$ cat config.mk
export PLATFORM = sky130hd
export DESIGN_NAME = fd34_bank_arbiter
export DESIGN_NICKNAME = d
export VERILOG_FILES = /design/src/rtl/fd34_arb_pkg.sv /design/src/rtl/fd34_rr_pick.sv /design/src/rtl/fd34_bank_arbiter.sv
export SDC_FILE = /design/constraint.sdc
export NUM_CORES = 1
export LEC_CHECK = 0
export ABC_AREA = 1
export BUFFER_PORTS_ARGS = -buffer_cell sky130_fd_sc_hd__buf_2
export CAP_MARGIN = 15
export CORE_MARGIN = 1.5
export CORE_UTILIZATION = 53
export DETAILED_ROUTE_END_ITERATION = 8
export PLACE_DENSITY = 0.85
export REMOVE_ABC_BUFFERS = 1
export SYNTH_ARGS = -nofsm -noshare
export SYNTH_HDL_FRONTEND = slang
export SYNTH_SLANG_ARGS = --single-unit
$ cat constraint.sdc
create_clock -name CP -period 4.48 [get_ports CP]
set_clock_uncertainty 0.05 [all_clocks]
set_input_delay 0.224 -clock CP [delete_from_list [all_inputs] [get_ports CP]]
set_output_delay 0.224 -clock CP [all_outputs]
set_load 0.02 [all_outputs]
$ cat src/rtl/fd34_arb_pkg.sv
// ----------------------------------------------------------------------------
// fd34_arb_pkg : shared op/state encodings and constants for fd34_bank_arbiter
// Rev 1.0
// ----------------------------------------------------------------------------
`default_nettype none

package fd34_arb_pkg;
  typedef enum logic [1:0] {
    OP_NOP   = 2'b00,
    OP_LOAD  = 2'b01,
    OP_CLEAR = 2'b10,
    OP_SET   = 2'b11
  } op_e;

  typedef enum logic [1:0] {
    ST_IDLE    = 2'd0,
    ST_ISSUE   = 2'd1,
    ST_RECOVER = 2'd2
  } state_e;

  localparam logic [3:0] ALL_ONES4  = 4'hF;
  localparam logic [3:0] ALL_ZEROS4 = 4'h0;
endpackage

`default_nettype wire

$ cat src/rtl/fd34_rr_pick.sv
// ----------------------------------------------------------------------------
// fd34_rr_pick : combinational round-robin picker (first request at/after ptr)
// Rev 1.0
// ----------------------------------------------------------------------------
`default_nettype none

module fd34_rr_pick
  import fd34_arb_pkg::*;
#(
  parameter int NREQ = 4,
  parameter int IW   = 2
) (
  input  logic [NREQ-1:0] req_i,
  input  logic [IW-1:0]   ptr_i,
  output logic [NREQ-1:0] onehot_o,
  output logic [IW-1:0]   idx_o,
  output logic            valid_o
);

  logic [2*NREQ-1:0] w_dbl;
  logic [NREQ-1:0]   w_rot;

  // Rotating the request vector puts the pointer at bit 0, so a plain
  // low-to-high priority scan yields the round-robin winner.
  assign w_dbl = {req_i, req_i} >> ptr_i;
  assign w_rot = w_dbl[NREQ-1:0];

  always_comb begin
    int sum;
    logic found;
    sum      = 0;
    found    = 1'b0;
    idx_o    = '0;
    for (int k = 0; k < NREQ; k++) begin
      if (!found && w_rot[k]) begin
        found = 1'b1;
        sum   = int'(ptr_i) + k;
        if (sum >= NREQ) sum = sum - NREQ;
        idx_o = IW'(sum);
      end
    end
    valid_o  = found;
    onehot_o = found ? (NREQ'(1) << idx_o) : '0;
  end

endmodule

`default_nettype wire

$ cat src/rtl/fd34_bank_arbiter.sv
// ----------------------------------------------------------------------------
// fd34_bank_arbiter : round-robin sequencer driving a bank of 4-bit registers.
// Optional request masking via macro FD34_ARB_MASK_EN (adds REQ_MASK).
// Rev 1.0
// ----------------------------------------------------------------------------
`default_nettype none

module fd34_bank_arbiter
  import fd34_arb_pkg::*;
#(
  parameter int NREQ    = 4,
  parameter int NREG    = 8,
  parameter int AW      = 3,
  parameter int RCV_CYC = 1
) (
  input  logic               CP,
  input  logic               CD,
  input  logic [NREQ-1:0]    REQ,
`ifdef FD34_ARB_MASK_EN
  input  logic [NREQ-1:0]    REQ_MASK,
`endif
  input  logic [2*NREQ-1:0]  OP,
  input  logic [AW*NREQ-1:0] ADDR,
  input  logic [4*NREQ-1:0]  DATA,
  output logic [NREQ-1:0]    GNT,
  output logic               BUSY,
  output logic [NREG-1:0]    WE,
  output logic [3:0]         WD,
  output logic               WCLR,
  output logic               WSET,
  output logic               ERR
);

  localparam int IW = (NREQ > 1) ? $clog2(NREQ) : 1;

  state_e          state_q, state_d;
  logic [IW-1:0]   ptr_q, ptr_d, win_q, win_d;
  logic [2:0]      rcv_q, rcv_d;
  logic [NREQ-1:0] gnt_q, gnt_d;
  logic [NREG-1:0] we_q, we_d;
  logic [3:0]      wd_q, wd_d;
  logic            wclr_q, wclr_d, wset_q, wset_d, err_q, err_d, busy_q, busy_d;

  logic [NREQ-1:0] w_req_eff, w_pick_onehot;
  logic [IW-1:0]   w_pick_idx;
  logic            w_pick_valid;
  op_e             w_op;
  logic [AW-1:0]   w_addr;
  logic [3:0]      w_data;
  logic            w_inrange;
  logic [NREG-1:0] w_dec;

`ifdef FD34_ARB_MASK_EN
  assign w_req_eff = REQ & ~REQ_MASK;
`else
  assign w_req_eff = REQ;
`endif

  fd34_rr_pick #(.NREQ(NREQ), .IW(IW)) u_pick (
    .req_i    (w_req_eff),
    .ptr_i    (ptr_q),
    .onehot_o (w_pick_onehot),
    .idx_o    (w_pick_idx),
    .valid_o  (w_pick_valid)
  );

  assign w_op      = op_e'(OP[2*int'(w_pick_idx) +: 2]);
  assign w_addr    = ADDR[AW*int'(w_pick_idx) +: AW];
  assign w_data    = DATA[4*int'(w_pick_idx) +: 4];
  assign w_inrange = (32'(w_addr) < NREG);

  always_comb begin
    w_dec = '0;
    for (int i = 0; i < NREG; i++) w_dec[i] = (32'(w_addr) == i);
  end

  // The issue-cycle outputs are computed while sampling in IDLE and land in
  // the output registers on the same edge that enters ISSUE.
  always_comb begin
    state_d = state_q;
    ptr_d   = ptr_q;
    win_d   = win_q;
    rcv_d   = rcv_q;
    gnt_d   = '0;
    we_d    = '0;
    wd_d    = ALL_ZEROS4;
    wclr_d  = 1'b0;
    wset_d  = 1'b0;
    err_d   = 1'b0;
    case (state_q)
      ST_IDLE: begin
        if (w_pick_valid) begin
          state_d = ST_ISSUE;
          win_d   = w_pick_idx;
          gnt_d   = w_pick_onehot;
          if (!w_inrange) begin
            err_d = 1'b1;
          end else begin
            case (w_op)
              OP_NOP:   ;
              OP_LOAD:  begin we_d = w_dec; wd_d = w_data; end
              OP_CLEAR: begin we_d = w_dec; wclr_d = 1'b1; end
              OP_SET:   begin we_d = w_dec; wd_d = ALL_ONES4; wset_d = 1'b1; end
            endcase
          end
        end
      end
      ST_ISSUE: begin
        ptr_d = (win_q == IW'(NREQ - 1)) ? '0 : win_q + 1'b1;
        if (RCV_CYC == 0) begin
          state_d = ST_IDLE;
        end else begin
          state_d = ST_RECOVER;
          rcv_d   = 3'(RCV_CYC - 1);
        end
      end
      ST_RECOVER: begin
        if (rcv_q == 3'd0) state_d = ST_IDLE;
        else               rcv_d   = rcv_q - 3'd1;
      end
      default: state_d = ST_IDLE;
    endcase
    busy_d = (state_d != ST_IDLE);
  end

  always_ff @(posedge CP or posedge CD) begin
    if (CD) begin
      state_q <= ST_IDLE;
      ptr_q   <= '0;
      win_q   <= '0;
      rcv_q   <= '0;
      gnt_q   <= '0;
      we_q    <= '0;
      wd_q    <= ALL_ZEROS4;
      wclr_q  <= 1'b0;
      wset_q  <= 1'b0;
      err_q   <= 1'b0;
      busy_q  <= 1'b0;
    end else begin
      state_q <= state_d;
      ptr_q   <= ptr_d;
      win_q   <= win_d;
      rcv_q   <= rcv_d;
      gnt_q   <= gnt_d;
      we_q    <= we_d;
      wd_q    <= wd_d;
      wclr_q  <= wclr_d;
      wset_q  <= wset_d;
      err_q   <= err_d;
      busy_q  <= busy_d;
    end
  end

  assign GNT  = gnt_q;
  assign WE   = we_q;
  assign WD   = wd_q;
  assign WCLR = wclr_q;
  assign WSET = wset_q;
  assign ERR  = err_q;
  assign BUSY = busy_q;

endmodule

`default_nettype wire

==> flow_summary.toml <==
[outcome]
status = "finished, final reports clean"

[synthesis]
synthFlopType = "dfrtp_1"
synth_top_area_cell = "dfrtp_1"
synth.most_common_cell = "nand2_1"
synthTopCellsByArea = "dfrtp_1 (42%), nand2_1 (21%), nand2_2 (6.0%)"
syn_area_per_cell_um2 = 7.283
syn_area_um2 = 1668
ys_ff_latch = 28
async_reset_ff_share_pct = 100.0
synth_cell_types = 27
yosys.area.top_type_share_pct = 42.01
synth_warnings = 0
synthTopCellsByCount = "nand2_1 (92), dfrtp_1 (28), nor2_1 (20)"
netlist_instances = 229
ys_seq_area_share_pct = 42.01
synth_edf_count = 0

[job]
cap_viol_max_count = 0

[global_route]
grt_pass1_wl_um = 5740
antenna_found_initial = 0
grt_pass1_vias = 1420
gr-usage-met3_pct = 2.183
gr-total-overflow = 0
met2_usage_pct = 39.21
grt_busiest_layer = "met2"
grt_use_met1_pct = 26.03
grt_usage_pct = 21.47
grt_max_degree = 29

[layout]
num-fill-cells = 263
area_delta_synth_final_pct = 21.16
final_nets = 334
diodes = 0
drive_gt1_share_pct = 31.25
final_area_um2 = 2021

[worst_setup_path]
path_max_fanout = 21
worstPathCellList = "nand2_1 > nand3_1 > nand2_2 > nor2_1 > nor2_1 > nand2_2 > nand2_2 > inv_1 > nand2_1 > nand2_1 > nand2_1 > nand2_1 > inv_1 > nand2_2 > nor2_1"
crit_type = "flop to flop"
cp_data_required_time_ps = 4670
critPathMaxStageDelay_ps = 630
critical_path.slowest_cell = "dfrtp_1"
arrival_ps = 2850
critPathMostFrequentCell = "nand2_1"
worst_setup_path_end_kind = "flop"
cp-start-kind = "flop"

[clocking]
htreeDepth = 1
cts_setup_buffers = 0
clk_pin_slew_ps = 140
clock_latency_ps = 330
cts_root_buf = "clkbuf_4"
cts_sinks = 28
clk_path_buf_depth = 2
numCtsBuffers = 3
cts_resized = 0
cts_tree = "done"

[sta]
setup_viol = 0
drv_slew = 0
hold_ws_ps = 170.9
fin_crit_sh_pct = 59.45
fin_crit_ps = 2664
hold_viol = 0
rsz0062_at_grt = "no"
fin_setup_tns_ps = 0
fmax_mhz = 375.4

[detailed_routing]
drc_errors = 0
drtIter0Drc = 37
via_count = 1556
wl_um = 3407
ant_nets = 0
wl_per_cell_um = 10.26
vias_per_cell = 4.687
drt-pass1-iter-count = 4

[floorplanning]
rows = 20
die_area_um2 = 3492
fp.dieW_um = 59.10
core_area_um2 = 3028
start_util_pct = 55.08
ios = 62
die_h_um = 59.10

[pwr]
ir_drop_mv = 0.4030
power.density_nw_per_um2 = 790.1
p_leak_nw = 1.213

[placed_design]
place_area_um2 = 1947
io_buffers = 60
gp_congestion = 0.8353
dpl.hpwl_um = 2647

[hold_path]
hp-class = "input port to flop"
-- path summary, 6_finish.rpt --
path                                      start              endpoint  slack, ps  cells after the start
min in group asynchronous                    CD  state_q[1]$_DFF_PP0_        250                      3
max reg2reg                ptr_q[0]$_DFFE_PP0P_       WE[2]$_DFF_PP0_       1820                     15
min                                    DATA[14]       WD[2]$_DFF_PP0_        170                      5
min reg2reg                rcv_q[0]$_DFFE_PP0P_  rcv_q[0]$_DFFE_PP0P_        450                      1
max                        ptr_q[0]$_DFFE_PP0P_       WE[2]$_DFF_PP0_       1820                     15
max in group asynchronous                    CD       WD[1]$_DFF_PP0_       3770                      4
-- repair_timing --
item	CTS	global route
setup endpoints to repair	0	0
endpoints found under the hold margin	0	28
hold buffers	0	1
-- layer usage --
metal | wire length, um | share of wire [%]
met2 | 1734 | 51
met1 | 1466 | 43
met3 | 170 | 5.0
met4 | 36 | 1.1
met5 | 0 | 0
-- cells in the final DEF (no fill, tap or decap), drive strengths merged, types with 4 or more instances in the layout --
cell	n
a31oi	4
buf	61
clkbuf	4
dfrtp	28
inv	25
nand2	108
nand3	14
nor2	20
o21ai	5
-- critical path, delay by kind of cell (launching register included) --
| family | cells | cell delay, ps |
|---|---|---|
| flip-flops | 1 | 630 |
| buffers and inverters | 2 | 490 |
| AND/OR/NAND/NOR | 13 | 1380 |
-- registers in the layout, indices dropped and copies added (netlist names) --
register  cells
WD            4
rcv_q         3
WCLR          1
state_q       2
WE            8
BUSY          1
ptr_q         2
GNT           4
WSET          1
win_q         2
-- cells by family (layout without fill, tap and decap cells) --
logic type / count (synthesis) / in the layout / share of synthesized area, %
AND/OR/NAND/NOR: 148 / 148 / 38.71
buffers and inverters: 32 / 91 / 10.50
flip-flops: 28 / 28 / 42.01
AO/OA/AOI/OAI: 15 / 15 / 5.251
adder cells (fa/ha/maj): 3 / 3 / 2.251
XOR/XNOR: 2 / 2 / 1.050
other: 1 / 1 / 0.2248
-- report_power, final --
part / internal (mW) / switching, mW
Sequential: 0.327 / 0.0462
Combinational: 0.330 / 0.770
Clock: 0.0498 / 0.0727
Total: 0.707 / 0.889
-- cell type report --
type                            instances  area (um2)  area share [%]
Multi-Input combinational cell        169       792.0           39.20
Sequential cell                        28       700.7           34.67
Timing Repair Buffer                   62       337.8           16.72
Inverter                               25       98.84           4.892
Tap cell                               44       55.05           2.724
Clock buffer                            4       36.28           1.796
-- stage by stage --
stage | worst slack (ps) | instances | util (%) | total power [mW]
4_1_cts | 1817 | 330 | 65.50 | 1.603
5_1_grt | 1447 | 332 | 66.74 | 1.776
3_5_place_dp | 1862 | 326 | 64.30 | 1.479
3_3_place_gp | 1982 | 326 | 64.30 | 1.441
2_1_floorplan | 2263 | 222 | - | 1.232
6_report | 1816 | 332 | 66.74 | 1.596
(Power assumes the default switching activity.)
